File: src/rtl/shift_rx.sv
// ---------------------------------------------------------------------------
// shift_rx : serial-to-parallel receiver with a one-word output slot.
//
// Bits arrive one per bit_valid/bit_ready transfer. They are assembled
// MSB-first (left shift) or LSB-first (right shift) into a WIDTH-bit word.
// The direction is sampled on the first bit of each word. A finished word
// goes straight to the output register when the slot is free or is being
// drained on the same edge. Otherwise the word is parked in the shift
// register, and the block stops accepting bits (HOLD) until the consumer
// takes the current output.
//
// Handshake rule used on both sides: a transfer happens on a rising clk edge
// where valid && ready. The producer holds data stable while valid is high
// and not yet accepted. ready may depend on state but never on valid.
//
// Ports
//   clk        in   clock, rising-edge
//   rst_n      in   asynchronous active-low reset
//   clear      in   synchronous flush, highest priority
//   bit_in     in   serial data bit
//   bit_valid  in   bit_in is valid
//   bit_ready  out  block accepts a bit this cycle
//   dir        in   0 = MSB-first, 1 = LSB-first (sampled on first bit)
//   out        out  assembled word, stable while out_valid is high
//   out_valid  out  out holds an unconsumed word
//   out_ready  in   consumer takes the word
//   count      out  bits already accepted into the current word
//   state_dbg  out  FSM state for observation (0 = COLLECT, 1 = HOLD)
// ---------------------------------------------------------------------------
module shift_rx #(
   parameter int WIDTH = 8
) (
   input  logic                     clk,
   input  logic                     rst_n,
   input  logic                     clear,
   input  logic                     bit_in,
   input  logic                     bit_valid,
   output logic                     bit_ready,
   input  logic                     dir,
   output logic [WIDTH-1:0]         out,
   output logic                     out_valid,
   input  logic                     out_ready,
   output logic [$clog2(WIDTH)-1:0] count,
   output logic                     state_dbg
);

   localparam int CW = $clog2(WIDTH);
   localparam logic [CW-1:0] LAST = CW'(WIDTH - 1);

   typedef enum logic {
      COLLECT = 1'b0,
      HOLD    = 1'b1
   } state_t;

   state_t           state;
   state_t           state_next;
   logic [WIDTH-1:0] sr;
   logic [WIDTH-1:0] sr_shift;
   logic [CW-1:0]    cnt;
   logic             dir_q;
   logic             dir_use;
   logic             bit_xfer;
   logic             out_xfer;
   logic             word_done;
   logic             load_shift;   // finished word goes straight to out
   logic             load_held;    // parked word in sr moves to out
   logic             drop_valid;   // slot drained, nothing new arriving

   // ---------------- next-state and control ----------------
   always_comb begin
      bit_ready  = 1'b0;
      state_next = state;
      load_shift = 1'b0;
      load_held  = 1'b0;
      drop_valid = 1'b0;

      bit_ready = (state == COLLECT);
      bit_xfer  = bit_valid && bit_ready;
      out_xfer  = out_valid && out_ready;

      // The first bit of a word uses the live dir; the rest use the latch.
      dir_use   = (cnt == '0) ? dir : dir_q;
      sr_shift  = dir_use ? {bit_in, sr[WIDTH-1:1]} : {sr[WIDTH-2:0], bit_in};
      word_done = bit_xfer && (cnt == LAST);

      case (state)
         COLLECT: begin
            if (word_done) begin
               if (!out_valid || out_ready) begin
                  load_shift = 1'b1;
               end else begin
                  state_next = HOLD;
               end
            end else if (out_xfer) begin
               drop_valid = 1'b1;
            end
         end
         HOLD: begin
            // out_valid is always high here, so out_ready alone is a transfer.
            if (out_ready) begin
               load_held  = 1'b1;
               state_next = COLLECT;
            end
         end
         default: state_next = COLLECT;
      endcase
   end

   // ---------------- state register ----------------
   always_ff @(posedge clk or negedge rst_n) begin
      if (!rst_n) begin
         state <= COLLECT;
      end else if (clear) begin
         state <= COLLECT;
      end else begin
         state <= state_next;
      end
   end

   // ---------------- datapath ----------------
   always_ff @(posedge clk or negedge rst_n) begin
      if (!rst_n) begin
         sr        <= '0;
         cnt       <= '0;
         dir_q     <= 1'b0;
         out       <= '0;
         out_valid <= 1'b0;
      end else if (clear) begin
         sr        <= '0;
         cnt       <= '0;
         dir_q     <= 1'b0;
         out       <= '0;
         out_valid <= 1'b0;
      end else begin
         if (bit_xfer) begin
            sr  <= sr_shift;
            cnt <= word_done ? '0 : cnt + CW'(1);
            if (cnt == '0) begin
               dir_q <= dir;
            end
         end

         if (load_shift) begin
            out       <= sr_shift;
            out_valid <= 1'b1;
         end else if (load_held) begin
            out       <= sr;
            out_valid <= 1'b1;
         end else if (drop_valid) begin
            out_valid <= 1'b0;
         end
      end
   end

   assign count     = cnt;
   assign state_dbg = (state == HOLD);

endmodule

File: config.mk
export PLATFORM = sky130hd
export DESIGN_NAME = shift_rx
export DESIGN_NICKNAME = d
export VERILOG_FILES = /design/src/rtl/shift_rx.sv
export SDC_FILE = /design/constraint.sdc
export NUM_CORES = 1
export LEC_CHECK = 0
export CAP_MARGIN = 5
export CORE_AREA = 2 2 60 45
export DETAILED_ROUTE_END_ITERATION = 10
export DIE_AREA = 0 0 62 47
export PLACE_DENSITY_LB_ADDON = 0.05
export SETUP_SLACK_MARGIN = 0.05
export SKIP_CTS_REPAIR_TIMING = 1
export SLEW_MARGIN = 30
export SYNTH_ARGS = -nofsm -noshare
export SYNTH_HDL_FRONTEND = slang
export SYNTH_SLANG_ARGS = --single-unit
File: constraint.sdc
create_clock -name clk -period 2.1 [get_ports clk]
set_input_delay 0.42 -clock clk [delete_from_list [all_inputs] [get_ports clk]]
set_output_delay 0.42 -clock clk [all_outputs]
set_load 0.01 [all_outputs]
## Word-level counts from Yosys, hierarchy flattened

Cells that the tools add are included.

- Add/subtract/negate cells: 1
- Eq/ne operators: 1
- Mux-type cells: 29
- Bitwise operators: 1
- Reductions and logical operators: 9

Operators by type and width:

| operator | number |
|---|---|
| 8-bit 2-to-1 mux | 6 |
| 1-bit 2-to-1 mux | 19 |
| 3-bit 2-to-1 mux | 3 |
| 4-bit nonzero test | 1 |
| 3-bit by 1-bit adder with 3-bit output, second input constant | 1 |
| 3-bit equality test, second input constant | 1 |
| 1-bit logical AND | 3 |
| 3-bit logical NOT | 1 |
| 3-bit nonzero test | 1 |
| 1-bit case mux with 2 select lines | 1 |
| 2-bit nonzero test | 1 |
| 1-bit logical NOT | 1 |
| 1-bit logical OR | 1 |
| 1-bit NOT | 1 |

- Flip-flop bits (word level): 22
- Input port bits: 7
- Output and inout port bits: 14
- Logic and storage cells: 47

## Logic depth before layout (Yosys ltp)

Gate-level depths: netlist (run 1).

- Depth in word-level cells: 9
- Depth in mapped cells: 6
- Gate-level depth less buffers: 6

## Worst setup path before layout (run 1)

OpenSTA, ideal clock, no wires.

- Path kind: register -> register
- Start point: reg cnt[0], in the netlist count[0]
- End point: reg sr[4]
- Setup time: 142 ps
- Data arrival time: 1582 ps
- Data required time: 1958 ps
- Slack: 376 ps
- Cell stages (with the launch flop): 7
- Buffers on the path: 0
- Period minus slack after synthesis: 1724 ps
- Path through: dfrtp_1 > inv_1 > ha_1 > nor2b_4 > mux2i_4 > mux2i_1 > a211oi_2

- Cells in the longest elaborated chain, start to end: 5

RTL lines:

| element | line | text |
|---|---|---|
| start, declared | 59 | `logic [CW-1:0] cnt;` |
| start signal, assigned | 137 | `cnt <= word_done ? '0 : cnt + CW'(1);` |
| 3-bit logical NOT | 82 | `dir_use = (cnt == '0) ? dir : dir_q;` |
| 1-bit 2-to-1 mux | -- |  |
| 8-bit 2-to-1 mux | 83 | `sr_shift = dir_use ? {bit_in, sr[WIDTH-1:1]} : {sr[WIDTH-2:0], bit_in};` |
| 8-bit 2-to-1 mux | 135 | `if (bit_xfer) begin` |
| 8-bit 2-to-1 mux | 128 | `end else if (clear) begin` |
| end signal, assigned | 136 | `sr <= sr_shift;` |
| end, declared | 57 | `logic [WIDTH-1:0] sr;` |

No other way between the ends. The select of a mux whose other input is x is not followed.
A chain may end at the register's enable or synchronous reset.

## Final worst setup path (run 1)

- Start point: reg cnt[0], in the netlist count[0]
- End point: reg sr[6]

Same word-level chain as after synthesis.

==> impl_metrics.py, run 1 <==
metrics = {
    "sta": {
        "timing.clock.skew_ps": 14.0,
        "max_freq_mhz": 532,
        "fin_setup_tns_ps": 0,
        "hold-worst-slack_ps": 429,
        "timing_worst_slew_pin_value_ps": 433,
        "min_period_over_period_pct": 89.5,
        "grt_setup_unrepaired": "no",
        "timing.slew.headroom_pct": 70.5,
        "timing.final.hold_violations": 0,
        "final-max-slew-violation-count": 0,
        "timing.final.setup_violations": 0,
        "post-route-min-period_ps": 1880,
        "setup_slack_ps": 220,
    },
    "grt": {
        "grt_first_pass_wirelength_mm": 4.00,
        "grt_use_total_pct": 19.6,
        "first_global_vias": 853,
        "antenna_violations_before_repair": 0,
        "grt-ovfl-total": 0,
        "grt_max_degree": 23,
    },
    "cells_and_area": {
        "synthToLayoutAreaGrowth_pct": 31.6,
        "drive_gt1_share_pct": 18.5,
        "ant_diodes": 0,
        "fin_nets": 141,
        "utilization_pct": 62.0,
    },
    "setup_path": {
        "r2r_setup_slack_ps": 220,
        "worst-path-max-fanout": 8,
        "timing.critical_path.required_ps": 2310,
        "endpoint_kind": "register",
        "cp_data_arrival_time_ps": 2090,
        "worstSetupStartpointType": "register",
        "worst-setup-path-type": "register to register",
    },
    "flow_run": {
        "maxCapViolations": 0,
    },
    "synthesis": {
        "synth_flop_cell": "sky130_fd_sc_hd__dfrtp_1",
        "synth_area_um2": 1110,
        "yosys_warnings": 0,
        "synth_top_area_share_pct": 49.8,
        "synth.yosys.seq_area_share_pct": 49.8,
        "syn_inst": 101,
        "asyncSetResetFlopFracSynth_pct": 100,
        "net_count_of_the_mapped_netlist": 111,
        "post-synth-top-count-cell": "sky130_fd_sc_hd__dfrtp_1",
        "synth_common_cells": "sky130_fd_sc_hd__dfrtp_1 (22), sky130_fd_sc_hd__nor2_1 (11)",
        "synth_edf_count": 0,
        "cell_types_with_the_largest_area_share_after_synthesis": "sky130_fd_sc_hd__dfrtp_1 (50%), sky130_fd_sc_hd__a211oi_2 (9.0%), sky130_fd_sc_hd__mux2i_1 (7.2%), sky130_fd_sc_hd__a22oi_1 (5.4%), sky130_fd_sc_hd__nor2_1 (3.7%)",
        "synthDistinctLibCells": 24,
        "ys_ff_latch": 22,
        "synth_largest_area_cell": "sky130_fd_sc_hd__dfrtp_1",
        "postSynthAreaPerCell_um2": 11.0,
    },
    "clock_tree": {
        "cts.htree.levels": 1,
        "clkSlewWorstSetupHoldPaths_ps": 130,
        "clkSinkCount": 22,
        "cts_tree": "yes",
        "root_buffer": "sky130_fd_sc_hd__clkbuf_4",
        "clk_latency_ps": 320,
        "max-clock-path-buffers": 2,
        "numCtsBuffers": 3,
    },
    "place": {
        "gp_congestion": 0.748,
        "place.detailed.hpwl_mm": 1.78,
        "detailedPlace.worstSlack_ps": 182,
        "placement.io_buffers": 20,
    },
    "drt": {
        "drt_wl_total_mm": 2.45,
        "remaining_drc_errors": 0,
        "route.antenna.remaining_nets": 0,
        "drtPass1Iterations": 4,
        "dr_total_vias": 879,
        "drt-wirelength-per-cell_um": 14.9,
        "vias_per_cell": 5.36,
        "detail_route.iter0.violations": 55,
    },
    "min_path": {
        "holdCritPathClass": "input port to asynchronous set/reset pin",
    },
    "pwr": {
        "ir_drop_mv": 0.522,
        "p_leak_nw": 0.640,
        "powerDensity_nw_per_um2": 628,
        "power_mw": 0.914,
    },
    "floorplanning": {
        "floorplan.die.width_um": 62,
        "placeableCoreArea_um2": 2350,
        "die_area_um2": 2910,
        "num_io_pins": 21,
        "effective_utilization_at_floorplan_pct": 47.1,
        "core.rowCount": 15,
        "die_h_um": 47,
    },
    "run_status": {
        "outcome": "finished clean",
    },
}
-- per-layer routing --
| layer | wire, um | share of wire, % | GRT usage (%) |
|---|---|---|---|
| met1 | 1170 | 48 | 28.3 |
| met2 | 1100 | 45 | 29.2 |
| met3 | 154 | 6.3 | 5.51 |
| met4 | 15 | 0.61 | 5.53 |
| met5 | 0 | 0 | 0 |
-- per-stage QoR --
stage / cells / cell area (um2)
final: 164 / 1460
after global routing: 164 / 1460
after CTS: 164 / 1450
after detailed placement: 160 / 1400
after global placement: 160 / 1400
after floorplan: 101 / 1110
-- area by class of cell --
cell class / count / area (um2)
inverter: 3 / 11.3
sequential: 22 / 551
fill: 206 / 891
tap: 34 / 42.5
clock inverter: 1 / 30.0
clock buffer: 3 / 22.5
timing repair buffer: 29 / 268
multi-input combinational: 72 / 531
-- layout by cell type (no fill, tap or decap) --
| master | netlist | layout |
|---|---|---|
| sky130_fd_sc_hd__nand4_1 | 1 | 1 |
| sky130_fd_sc_hd__o21ai_1 | 8 | 8 |
| sky130_fd_sc_hd__dfrtp_1 | 22 | 22 |
| sky130_fd_sc_hd__nor2b_1 | 1 | 1 |
| sky130_fd_sc_hd__nor3_1 | 2 | 2 |
| sky130_fd_sc_hd__bufinv_16 | 0 | 1 |
| sky130_fd_sc_hd__nand3b_1 | 2 | 2 |
| sky130_fd_sc_hd__nand2b_1 | 2 | 2 |
| sky130_fd_sc_hd__nand3_1 | 2 | 2 |
| sky130_fd_sc_hd__nor2_1 | 11 | 11 |
| sky130_fd_sc_hd__a22oi_1 | 8 | 8 |
| sky130_fd_sc_hd__ha_1 | 3 | 3 |
| sky130_fd_sc_hd__clkdlybuf4s50_1 | 0 | 20 |
| sky130_fd_sc_hd__a211oi_2 | 8 | 8 |
| sky130_fd_sc_hd__a21oi_2 | 0 | 1 |
| sky130_fd_sc_hd__clkbuf_4 | 0 | 3 |
| sky130_fd_sc_hd__mux2i_4 | 1 | 1 |
| sky130_fd_sc_hd__mux2i_1 | 8 | 8 |
| sky130_fd_sc_hd__o21bai_1 | 1 | 1 |
| sky130_fd_sc_hd__buf_4 | 0 | 9 |
| sky130_fd_sc_hd__nor2b_4 | 1 | 1 |
| sky130_fd_sc_hd__a21o_1 | 1 | 1 |
| sky130_fd_sc_hd__inv_1 | 3 | 3 |
| sky130_fd_sc_hd__a21oi_1 | 5 | 4 |
| sky130_fd_sc_hd__nand2_1 | 5 | 5 |
| sky130_fd_sc_hd__a31oi_1 | 2 | 2 |
-- critical path, cell delays in order (launching register included) --
cell and delay [ps]:
sky130_fd_sc_hd__dfrtp_1 450, sky130_fd_sc_hd__inv_1 80, sky130_fd_sc_hd__ha_1 130, sky130_fd_sc_hd__nor2b_4 180
sky130_fd_sc_hd__mux2i_4 460, sky130_fd_sc_hd__mux2i_1 350, sky130_fd_sc_hd__a211oi_2 110
-- path summary, 6_finish.rpt --
path                       startpoint  endpoint  cells past startpoint
max reg2reg                  count[0]     sr[6]                      6
max                          count[0]     sr[6]                      6
max in group asynchronous       rst_n    out[2]                      2
min in group clk               out[3]    out[3]                      2
min reg2reg                    out[3]    out[3]                      2
min                             rst_n    out[5]                      2
-- kinds of logic after synthesis --
family,after synthesis,synth area share [%]
AO/OA/AOI/OAI,33,22.9
adder cells (fa/ha/maj),3,3.39
buffers and inverters,7,2.60
flip-flops,22,49.8
multiplexers,9,9.28
AND/OR/NAND/NOR,27,12.1
-- report_power, final --
part,switching (mW),internal [mW]
clock network,0.134,0.193
logic,0.0706,0.0616
registers,0.0167,0.438
-- flip-flops by register name (all words and copies together) (netlist names) --
register   count
out            8
sr             8
count          3
dir_q          1
out_valid      1
state_dbg      1
Note: power is estimated with default switching activity, not from simulation.
==> run 2: changes to the inputs <==
Settings changed: SKIP_CTS_REPAIR_TIMING 1 to unset.
==> results of run 2 <==
The final DEF is identical to that of run 1; final timing and power are the same.
